<file path="src/rtl/clk_step_ctrl.sv">
// CPU clock-enable generator for the single-cycle CPU: a free-running divider with a selectable
// rate, plus pause and debounced single-step modes. Everything runs on the board clock.
module clk_step_ctrl #(
  parameter int unsigned CNT_W  = 32,
  parameter int unsigned SEL_W  = 5,
  parameter int unsigned DEB_W  = 16,
  parameter int unsigned TCNT_W = 32
) (
  input  logic              clock,
  input  logic              resetn,
  input  logic [SEL_W-1:0]  div_sel,
  input  logic              mode,
  input  logic              pause,
  input  logic              step_btn,
  output logic              cpu_en,
  output logic              cpu_clk,
  output logic [TCNT_W-1:0] tick_cnt,
  output logic [1:0]        state
);

  localparam int unsigned DMax = CNT_W - 1;

  typedef enum logic [1:0] {
    StRun  = 2'b00,
    StHalt = 2'b01,
    StStep = 2'b10
  } state_e;

  logic [SEL_W-1:0]  sel_q;
  logic [CNT_W-1:0]  cnt_q;
  logic [CNT_W-1:0]  run_mask;
  logic [CNT_W-1:0]  half_init;
  logic [CNT_W-1:0]  hcnt_q;
  logic [31:0]       d_eff;
  logic              run_hit;

  logic              sync1_q;
  logic              sync2_q;
  logic              deb_q;
  logic              step_req_q;
  logic [DEB_W-1:0]  deb_cnt_q;

  state_e            state_q;
  logic              cpu_en_q;
  logic              cpu_en_d;
  logic              cpu_clk_q;
  logic [TCNT_W-1:0] tick_q;

  // run_mask holds d+1 low ones; half_init = 2^d - 1 extra high cycles after the rising one.
  always_comb begin
    d_eff     = (32'(sel_q) > DMax) ? DMax : 32'(sel_q);
    run_mask  = {CNT_W{1'b1}} >> (DMax - d_eff);
    half_init = run_mask >> 1;
    run_hit   = (cnt_q & run_mask) == run_mask;
    cpu_en_d  = ((state_q == StRun) && run_hit) || ((state_q == StHalt) && step_req_q);
  end

  always_ff @(posedge clock) begin
    if (!resetn) begin
      sel_q <= '0;
      cnt_q <= '0;
    end else begin
      sel_q <= div_sel;
      if (div_sel != sel_q) begin
        cnt_q <= '0;
      end else begin
        cnt_q <= cnt_q + CNT_W'(1);
      end
    end
  end

  always_ff @(posedge clock) begin
    if (!resetn) begin
      sync1_q    <= 1'b0;
      sync2_q    <= 1'b0;
      deb_q      <= 1'b0;
      deb_cnt_q  <= '0;
      step_req_q <= 1'b0;
    end else begin
      sync1_q    <= step_btn;
      sync2_q    <= sync1_q;
      step_req_q <= 1'b0;
      if (sync2_q != deb_q) begin
        if (deb_cnt_q == {DEB_W{1'b1}}) begin
          deb_q      <= sync2_q;
          deb_cnt_q  <= '0;
          step_req_q <= sync2_q;
        end else begin
          deb_cnt_q <= deb_cnt_q + DEB_W'(1);
        end
      end else begin
        deb_cnt_q <= '0;
      end
    end
  end

  always_ff @(posedge clock) begin
    if (!resetn) begin
      state_q  <= StHalt;
      cpu_en_q <= 1'b0;
    end else begin
      cpu_en_q <= cpu_en_d;
      unique case (state_q)
        StRun: begin
          if (mode || pause) state_q <= StHalt;
        end
        StHalt: begin
          if (step_req_q) begin
            state_q <= StStep;
          end else if (!mode && !pause) begin
            state_q <= StRun;
          end
        end
        StStep:  state_q <= StHalt;
        default: state_q <= StHalt;
      endcase
    end
  end

  // A fresh enable reloads the high phase even if cpu_clk is already high.
  always_ff @(posedge clock) begin
    if (!resetn) begin
      cpu_clk_q <= 1'b0;
      hcnt_q    <= '0;
    end else if (cpu_en_d) begin
      cpu_clk_q <= 1'b1;
      hcnt_q    <= half_init;
    end else if (cpu_clk_q) begin
      if (hcnt_q == '0) begin
        cpu_clk_q <= 1'b0;
      end else begin
        hcnt_q <= hcnt_q - CNT_W'(1);
      end
    end
  end

  always_ff @(posedge clock) begin
    if (!resetn) begin
      tick_q <= '0;
    end else begin
      tick_q <= tick_q + TCNT_W'(cpu_en_q);
    end
  end

  assign cpu_en   = cpu_en_q;
  assign cpu_clk  = cpu_clk_q;
  assign tick_cnt = tick_q;
  assign state    = state_q;

endmodule

</file>
<file path="config.mk">
export PLATFORM = sky130hd
export DESIGN_NAME = clk_step_ctrl
export DESIGN_NICKNAME = d
export VERILOG_FILES = /design/src/rtl/clk_step_ctrl.sv
export SDC_FILE = /design/constraint.sdc
export NUM_CORES = 1
export LEC_CHECK = 0
export ABC_CLOCK_PERIOD_IN_PS = 2700
export BUFFER_PORTS_ARGS = -buffer_cell sky130_fd_sc_hd__clkbuf_2
export CAP_MARGIN = 30
export CORE_MARGIN = 1
export CORE_UTILIZATION = 30
export DETAILED_ROUTE_END_ITERATION = 10
export PLACE_DENSITY = 0.53
export SETUP_SLACK_MARGIN = 0.02
export SYNTH_ARGS = -nofsm -noshare
export SYNTH_HDL_FRONTEND = slang
export SYNTH_SLANG_ARGS = --single-unit
</file>
<file path="constraint.sdc">
create_clock -name clock -period 2.7 [get_ports clock]
set_input_delay 0 -clock clock [delete_from_list [all_inputs] [get_ports clock]]
set_output_delay 0 -clock clock [all_outputs]
set_load 0.05 [all_outputs]
</file>
==> impl_metrics.toml <==
[final_layout]
fin_nets = 829
finalNonFillerCells = 1102
fin_util = 0.3649
synthToLayoutAreaGrowth_pct = 19.51
final_area_mm2 = 0.007671
drive_above_1_share = 0.1550

[detailed_routing]
drc = 0
wl_per_cell_um = 14.79
vias = 5559
wirelength_um = 16300
via_per_inst = 5.044
dr.pass1.iters = 5
drt_iter0_drc = 328
ant_nets = 0

[critical_path]
crit_start = "sel_q[2]$_SDFF_PN0_"
crit_fanout = 20
worstPathCellList = "a211oi_1, o21ai_0, a32oi_1, and4_1, a21oi_4, mux2_1"
required_ns = 3.00
max_stage_delay_ns = 0.77
cp_data_arrival_time_ns = 2.86
end_kind = "register"
slowest_stage = "dfxtp_1"
r2r-start = "sel_q[2]$_SDFF_PN0_"
crit_type = "register to register"
start_kind = "register"

[logic_synthesis]
synth-warning-count = 0
synth.avg_cell_area_um2 = 8.513
synthesis.area_mm2 = 0.006419
synthDominantCellAreaShare = 0.3899
synth_edf_count = 0
ys.flop_type = "dfxtp_1"
synth_common_cells = "125 x dfxtp_1, 92 x nor2_1, 64 x nand2_1"
yosys.area.top_type = "dfxtp_1"
ys_ff_latch = 125
synth.distinct_cells = 60
post-synth-top-count-cell = "dfxtp_1"
async_reset_ff_frac = 0
yosysSeqAreaShare = 0.3899
synth.area.top_cells = "dfxtp_1 39%, xor2_1 6.7%, nor2_1 5.4%, xnor2_1 4.0%, nand2_1 3.7%"
synth_nets = 770
synth_cells = 754

[pwr]
leakagePower_nw = 2.727
p_per_area_mw_per_mm2 = 564.5
ir_worst_vdd_mv = 0.3957
power.total_mw = 4.331

[global_route]
grt_first_pass_wirelength_um = 27180
first_global_vias = 5168
grt_usage = 0.1556
grt_max_degree = 33
overflow = 0
antenna_found_initial = 1

[floorplanning]
fp.dieH_um = 148.3
fp.coreArea_mm2 = 0.02102
die_area_mm2 = 0.02198
die_w_um = 148.3
rows = 53
initial_core_util = 0.3053
io_pins = 46

[flow_run]
drv_cap = 0

[clock_tree]
clock_sinks = 125
clkTransAtPathRegs_ns = 0.06
htreeDepth = 4
root_buffer = "clkbuf_16"
cts_made_buffers = 17
clkLatencyLatePin_ns = 0.42
cts_tree = "yes"
cts_max_path_buffers = 2

[timing]
setup_viol = 0
hold_viol = 0
fin_tns_setup_ns = 0
finClkSkew_ns = 0.01137
rsz0062_at_grt = "no"
period_share = 0.9451
period_needed_ns = 2.552
slew_violations = 0
hold_ws_ns = 0.04740
max_slew.worst_pin.slew_ns = 0.6965
finalWorstSetupSlack_ns = 0.1483
fmax_ghz = 0.3919
slew_headroom = 0.5350

[min_path]
hp-class = "input pin to register"
min-delay-start = "resetn"

[placement]
port_buffers = 45
dpl_cell_area_mm2 = 0.006975
gp_congestion = 0.8466
preCtsSetupSlack_ns = 0.1493
hpwl_um = 11740
dp_cells = 1060

[status]
status = "completed"
layer usage:
metal,wire length (um),share of wire,vias to the layer above,track usage
li1,-,-,2825,-
met1,8086,0.50,2618,0.2121
met2,7361,0.45,98,0.2411
met3,605,0.037,18,0.03528
met4,243,0.015,0,0.05155
met5,0,0,-,0
sequential cells by signal, summed over array words and instances (netlist names):
name and flops:
cnt_q 32, deb_q 1, hcnt_q 32, deb_cnt_q 16, sel_q 5, sync2_q 1, cpu_clk 1, state 2
tick_cnt 32, step_req_q 1, sync1_q 1, cpu_en 1
path summary, 6_finish.rpt:
check                            endpoint  slack, ns  cells past startpoint
setup / recovery  hcnt_q[28]$_SDFFE_PN0P_       0.15                      6
setup reg to reg  hcnt_q[28]$_SDFFE_PN0P_       0.15                      6
hold / removal      state[0]$_SDFFE_PN1P_       0.05                      2
hold reg to reg   deb_cnt_q[0]$_SDFF_PP0_       0.44                      1
where the power goes:
group	leakage, nW	switching, mW	internal [mW]
combinational	1.43	0.102	0.0594
clock	0.287	0.984	1.32
sequential	1.01	0.0164	1.85
area by class of cell:
class                           instances  area [um^2]
Antenna cell                            1        2.502
Clock buffer                           17        425.4
Clock inverter                         15        172.7
Fill cell                            2156        13350
Inverter                               14        52.55
Multi-Input combinational cell        576         3656
Sequential cell                       125         2505
Tap cell                              275        344.1
Timing Repair Buffer                   79        513.0
critical path: cells and delay by family, from the launching register on:
family	cells	cell delay, ns
muxes	1	0.36
AOI/OAI and AO/OA	4	1.00
and+or+nand+nor	1	0.30
DFF	1	0.77
timing repair:
item | 4_1_cts | 5_1_grt
setup endpoints to repair | 0 | 22
setup buffers | 0 | 1
hold buffers | 8 | 0
gates resized for setup | 0 | 3
hold endpoints to repair | 7 | 0
cells by family (layout without fill, tap and decap cells):
family / after synthesis / after routing / synth area share
xor+xnor: 78 / 78 / 0.1064
fa+ha+maj: 6 / 6 / 0.01170
simple gates: 344 / 344 / 0.2766
other cells: 0 / 1 / 0
flops: 125 / 125 / 0.3899
mux: 22 / 22 / 0.03470
compound gates: 126 / 126 / 0.1394
buf+inv: 53 / 125 / 0.04133
placed cells by master (no fill, tap or decap), types with 25 or more instances in the layout:
| master | Yosys | layout |
|---|---|---|
| dfxtp_1 | 125 | 123 |
| nor2_1 | 92 | 92 |
| nand2_1 | 64 | 64 |
| xor2_1 | 49 | 49 |
| clkbuf_2 | 0 | 45 |
| o21ai_0 | 38 | 38 |
| nand3_1 | 37 | 37 |
| xnor2_1 | 29 | 29 |
| nor3_1 | 25 | 25 |
| buf_4 | 0 | 25 |
(Power assumes the default switching activity.)
